$ cat src/rtl/ops_sweep_misr.sv
// Exhaustive a/b/c operand sequencer feeding a combinational operator block,
// compacting each returned result into a 32-bit MISR signature.
module ops_sweep_misr #(
  parameter int unsigned WIDTH  = 1,
  parameter int unsigned RW     = 32,
  parameter int unsigned SETTLE = 1
) (
  input  logic                 clk,
  input  logic                 reset,
  input  logic                 start,
  input  logic                 abort,
  output logic [WIDTH-1:0]     a,
  output logic [WIDTH-1:0]     b,
  output logic [WIDTH-1:0]     c,
  input  logic [RW-1:0]        res,
  output logic                 busy,
  output logic                 done,
  output logic [31:0]          sig,
  output logic [3*WIDTH-1:0]   idx
);

  localparam int unsigned IW = 3 * WIDTH;
  localparam int unsigned CW = 4;
  localparam logic [31:0] POLY = 32'h04C11DB7;
  localparam logic [IW-1:0] IDX_LAST = {IW{1'b1}};

  typedef enum logic [1:0] {
    S_IDLE = 2'd0,
    S_WAIT = 2'd1,
    S_CAPT = 2'd2,
    S_DONE = 2'd3
  } state_t;

  state_t        state, state_d;
  logic [CW-1:0] cnt, cnt_d;
  logic [IW-1:0] idx_d;
  logic [31:0]   sig_d;
  logic          done_d;
  logic          busy_d;
  logic [31:0]   sig_step;

  // One MISR step: shift with CRC-32 feedback, fold in the zero-extended result
  assign sig_step = {sig[30:0], 1'b0} ^ (sig[31] ? POLY : 32'h0) ^ 32'(res);

  // State register
  always_ff @(posedge clk) begin
    if (reset) state <= S_IDLE;
    else       state <= state_d;
  end

  // Next-state logic; abort wins in WAIT/CAPT, start only accepted when idle
  always_comb begin
    state_d = state;
    case (state)
      S_IDLE, S_DONE: if (start) state_d = S_WAIT;
      S_WAIT: begin
        if (abort)                  state_d = S_IDLE;
        else if (cnt == CW'(1))     state_d = S_CAPT;
      end
      S_CAPT: begin
        if (abort)                  state_d = S_IDLE;
        else if (idx == IDX_LAST)   state_d = S_DONE;
        else                        state_d = S_WAIT;
      end
      default:                      state_d = S_IDLE;
    endcase
  end

  // Datapath next values; everything holds unless the current state moves it
  always_comb begin
    idx_d  = idx;
    sig_d  = sig;
    done_d = done;
    cnt_d  = cnt;
    case (state)
      S_IDLE, S_DONE: begin
        if (start) begin
          idx_d  = '0;
          sig_d  = 32'h0;
          done_d = 1'b0;
          cnt_d  = CW'(SETTLE);
        end
      end
      S_WAIT: begin
        if (!abort && cnt != CW'(1)) cnt_d = cnt - CW'(1);
      end
      S_CAPT: begin
        if (!abort) begin
          sig_d = sig_step;
          if (idx == IDX_LAST) begin
            done_d = 1'b1;
          end else begin
            idx_d = idx + IW'(1);
            cnt_d = CW'(SETTLE);
          end
        end
      end
      default: ;
    endcase
    busy_d = (state_d == S_WAIT) || (state_d == S_CAPT);
  end

  // Datapath registers
  always_ff @(posedge clk) begin
    if (reset) begin
      idx  <= '0;
      sig  <= 32'h0;
      done <= 1'b0;
      busy <= 1'b0;
      cnt  <= '0;
    end else begin
      idx  <= idx_d;
      sig  <= sig_d;
      done <= done_d;
      busy <= busy_d;
      cnt  <= cnt_d;
    end
  end

  // Operands are fixed slices of the registered vector index
  assign a = idx[WIDTH-1:0];
  assign b = idx[2*WIDTH-1:WIDTH];
  assign c = idx[3*WIDTH-1:2*WIDTH];

endmodule
$ cat config.mk
export PLATFORM = sky130hd
export DESIGN_NAME = ops_sweep_misr
export DESIGN_NICKNAME = d
export VERILOG_FILES = /design/src/rtl/ops_sweep_misr.sv
export SDC_FILE = /design/constraint.sdc
export NUM_CORES = 1
export LEC_CHECK = 0
export ABC_AREA = 0
export CORE_MARGIN = 1.5
export CORE_UTILIZATION = 49
export CTS_CLUSTER_DIAMETER = 80
export DETAILED_ROUTE_END_ITERATION = 8
export PLACE_DENSITY = 0.85
export SETUP_SLACK_MARGIN = 0.1
export SLEW_MARGIN = 20
export SYNTH_ARGS = -nofsm -noshare
export SYNTH_HDL_FRONTEND = slang
export SYNTH_SLANG_ARGS = --single-unit
export TNS_END_PERCENT = 10
$ cat constraint.sdc
create_clock -name clk -period 4.4 [get_ports clk]
set_clock_uncertainty 0.2 [all_clocks]
set_input_delay 1.1 -clock clk [delete_from_list [all_inputs] [get_ports clk]]
set_output_delay 1.1 -clock clk [all_outputs]
set_load 0.02 [all_outputs]
# Yosys cells after proc, flatten, opt, wreduce, memory -nomap -nowiden
# Index checks and enable logic that the tools add are counted.
[op_classes]
n_mux = 23
n_reduce_logical = 10
n_bitwise = 2
addsub = 2
n_eq_ne = 13
[ops]
columns = ["operator", "count"]
rows = [
  ["32-bit 2-to-1 mux", 2],
  ["32-bit one-hot mux with 2 select lines", 1],
  ["32-bit by 27-bit XOR with 32-bit output", 1],
  ["32-bit XOR", 1],
  ["27-bit 2-to-1 mux", 1],
  ["4-bit 2-to-1 mux", 4],
  ["4-bit one-hot mux with 3 select lines", 1],
  ["4-bit AND reduction", 3],
  ["2-bit 2-to-1 mux", 5],
  ["2-bit inequality test (second input constant)", 5],
  ["3-bit 2-to-1 mux", 3],
  ["2-bit equality test (second input constant)", 3],
  ["2-bit one-hot mux with 3 select lines", 1],
  ["3-bit one-hot mux with 2 select lines", 1],
  ["2-bit by 1-bit equality test with 1-bit output (second input constant)", 2],
  ["4-bit by 1-bit equality test with 1-bit output (second input constant)", 1],
  ["4-bit by 1-bit inequality test with 1-bit output (second input constant)", 1],
  ["4-bit by 1-bit subtractor with 4-bit output (second input constant)", 1],
  ["3-bit by 1-bit adder with 3-bit output (second input constant)", 1],
  ["3-bit equality test (second input constant)", 1],
  ["1-bit 2-to-1 mux", 3],
  ["3-bit AND reduction", 1],
  ["2-bit logical NOT", 1],
  ["1-bit one-hot mux with 2 select lines", 1],
  ["other kinds (5)", 5],
]
[totals]
register_bits = 43
out_inout_bits = 40

# Logic depth before layout (Yosys ltp)
[logic_depth]
word_depth = 6
ltp_mapped = 9
ltp_nobuf = 6

# Worst setup path after synthesis
# Ideal clock, no wire load.
[synth_path]
path_type = "input port to flip-flop"
startpoint = "input start"
endpoint = "register busy"
setup_time_ns = 0.121
arrival_time_ns = 1.973
t_required_ns = 4.079
setup_slack_ns = 2.106
path_stages = 4
cell_sequence = "nand2b_2 o32a_1 a31oi_2 mux2_2"
[synth_between]
elab_chain_cells = 4
elab_cells_between_ends = 5
cone_classes = "eq/ne (2); mux (2); reduce/logical (1)"
[synth_lines]
columns = ["item", "line", "text"]
rows = [
  ["start, declared", "10", "input logic start,"],
  ["2-bit 2-to-1 mux (*)", "55", "S_IDLE, S_DONE: if (start) state_d = S_WAIT;"],
  ["2-bit one-hot mux with 3 select lines (*)", "54", "case (state)"],
  ["2-bit by 1-bit equality test with 1-bit output or 2-bit equality test (tied branches)", "100", "busy_d = (state_d == S_WAIT) || (state_d == S_CAPT);"],
  ["1-bit logical OR (*)", "100", ""],
  ["end signal, assigned", "115", "busy <= busy_d;"],
  ["end, declared", "16", "output logic busy,"],
]
# Mark *: on every way between the ends. The rest lies on a longest branch, timed or not.
# A chain may end at the register's enable or synchronous reset.

# Worst setup path in the final report
[layout_path]
startpoint = "input abort"
endpoint = "register sig[10]"
[layout_between]
elab_chain_cells = 2
[layout_lines]
columns = ["item", "line", "text"]
rows = [
  ["start, declared", "11", "input logic abort,"],
  ["2-bit inequality test (no line)", "--", ""],
  ["3-bit AND reduction (no line)", "--", ""],
  ["end signal, assigned", "113", "sig <= sig_d;"],
  ["end, declared", "18", "output logic [31:0] sig,"],
]
# No other way between the ends.

==> impl_results.md <==
- Flop2flop setup slack: approximately 1900 ps
- Power per cell area: 269.2 nW/um2
- Post-DR wirelength/cell: 14.33 um
- Crit Path Category: in2reg
- Vias in the first global route: roughly 1900
- # diodes: 0
- Main flop type after synthesis: dfxtp_1
- Row cnt: 24
- Status: finished, final reports clean
- Clock transition at path regs: 80 ps
- First-pass GRT wire length: ~8.5 mm
- Max-Cap Viols: 0
- Final Setup Violations: 0
- Core footprint: 4354 um2
- Die Y: 70.44 um
- Largest net degree at the start of global routing: 34
- Avg Inst Size Synth: approximately 8.9 um2
- Starting Density: 0.5118
- Hold/Removal Path Class: reg2reg
- R2R Path Start: state[0]
- Timing startpoint of the critical path: abort
- CTS Buf Count: 5
- Post-synthesis cell area: 2228 um2
- Drt drc: 0
- Commonest non-fill, non-tap cell in the layout: clkdlybuf4s50_1
- Crit path to: sig[10]
- Reg2Reg Depth: 5
- CTS tree: done
- Post-CTS Setup Inserts: 0
- Leakage: 1.078 nW
- Ports: 76
- Clock group share of total power: 0.363
- CTS Sinks: 43
- Grt total ovfl: 0
- Most frequent cells in the layout: clkdlybuf4s50_1, dfxtp_1, xnor2_1
- Crit-path max FO: 16
- Post-DP HPWL: 3.691 mm
- Worst vdd ir: 0.0001839 V
- Placer Congestion: 0.7907
- Vias per cell: between 5 and 6
- Die area: a little under 5000 um2
- Area Overhead vs Synth: 36.66%
- Final WL: roughly 5.3 mm
- CP Data Arrival Time: 2780 ps
- Syn Nets: 292
- EDFF count, synth: 0
- Comb pwr share: 0.152
- Total track usage: 0.2139
- Max Root-Sink Buffers: 2
- Sequential power share: 0.485
- Ratio of cells with drive above 1 in the final layout: 0.06329
- Die W: 70.44 um
- Final Core Density: 0.6994
- IO Port Bufs: 75
- Clock Latency Late Sink: 290 ps
- Slew margin rel.: 0.3252
- Nets: 358
- Reg2reg end: sig[3]
- NetSw: 0.0001983 W
- CP required: 4420 ps
- Tcrit/Tclk final: 0.6276
- Final ANT Viol Nets: 0
- Least-Margin Pin Slew: 1012 ps
- Initial antenna violation count: 0
- Synthesized flop and latch total: 43
- FMAX: 362.1 MHz
- Unrepaired setup endpoints after global routing: no
- Syn. warnings: 0
- 1st-iter DRT viols: approximately 130
- Total Neg Setup Slack: 0 ps
- Final Max Tran Viols: 0
- Synth async-reset ratio: 0
- Pint: between 0.0006 and 0.0007 W
- Fin. Hold Viols: 0
- Worst Setup End Kind: flip-flop
- Post-cts resize count: 0
- Net switching share of the total power: 0.2419
- Clock root cell: clkbuf_8
- Vias: a little under 2000
- Drt first pass iters: 4
- Netlist cell types: 43
- Synth Instances: 250
- Startpoint types: input pin
- Hold-fix buffers at CTS: 0
- Crit path time final: 2761 ps
- # H-tree levels: 2
- Seq/Total Area, Yosys: 0.3863
## cells in the mapped netlist (2+ instances only)
cell / n / area (um2)
or2_2: 2 / 12.51
buf_2: 5 / 25.02
clkbuf_1: 4 / 15.01
nor2b_1: 3 / 18.77
xor2_1: 19 / 166.4
o21ai_0: 3 / 15.01
buf_4: 7 / 52.55
xnor2_1: 26 / 227.7
nor2_1: 23 / 86.33
dfxtp_1: 43 / 860.8
a22oi_1: 18 / 135.1
nand2_1: 19 / 71.32
clkbuf_8: 2 / 27.53
nand3_1: 17 / 85.08
inv_1: 4 / 15.01
nor3_1: 2 / 10.01
ha_1: 6 / 75.07
a21oi_1: 20 / 100.1
nand2b_2: 3 / 26.28
## layout make-up
class,instances,area [um2]
fill,385,1309
multi-input combinational,184,1229
sequential,43,860.8
timing repair buffer,78,773.2
clock buffer,6,72.57
tap,52,65.06
clock inverter,1,30.03
inverter,4,15.01
## worst max-delay path, cell delays in order
cell,delay (ps)
clkdlybuf4s50_1,550
nand2b_2,280
nor2_2,550
a22oi_1,160
nor2_1,150
## cells by family (layout without fill, tap and decap cells)
kind of cell	count (synthesis)	in the layout	synth area share
compound gates	52	52	0.1589
buf+inv	23	89	0.06232
simple gates	79	79	0.1724
xor+xnor	45	45	0.1769
flops	43	43	0.3863
fa+ha+maj	6	6	0.03369
mux	2	2	0.009545
## per-stage QoR
step	instances	instance area, um2	hold WS [ps]	total power, W	worst slack [ps]
final	368	3045	285.2	0.0008198	1639
after global routing	368	3045	299.2	0.0008517	1527
after CTS	368	3045	286.7	0.0008242	1620
after detailed placement	361	2943	275.6	0.0005300	1375
after global placement	361	2943	265.2	0.0005289	1437
after floorplan	250	2228	267.8	0.0004821	2106
## sequential cells by signal, indices dropped and copies added, names as in the netlist
register and flops:
state 2, idx 3, busy 1, done 1, sig 32, cnt 4
## power by group through the flow
stage,registers [W],clock network (W),logic [W]
6_report,0.000397,0.000298,0.000125
5_1_grt,0.000398,0.000317,0.000137
4_1_cts,0.000397,0.000301,0.000125
3_5_place_dp,0.000407,0,0.000123
3_3_place_gp,0.000407,0,0.000122
2_1_floorplan,0.000407,0,0.0000749
## per-layer routing
layer	vias to the layer above	wire, um	share of wire	track usage
met5	-	0	0	0
li1	980	-	-	-
met1	919	2264	0.43	0.2684
met2	51	2787	0.53	0.3742
met4	0	44	0.0083	0.05769
met3	4	177	0.034	0.03896
## worst min path at each step
stage,from,end,cells past startpoint
final,sig[29],sig[29],2
after global routing,sig[24],sig[24],2
after CTS,sig[29],sig[29],2
after detailed placement,sig[24],sig[24],2
after global placement,sig[29],sig[29],2
after floorplan,cnt[3],cnt[3],2
No activity file was read; power rests on OpenSTA's default activity.
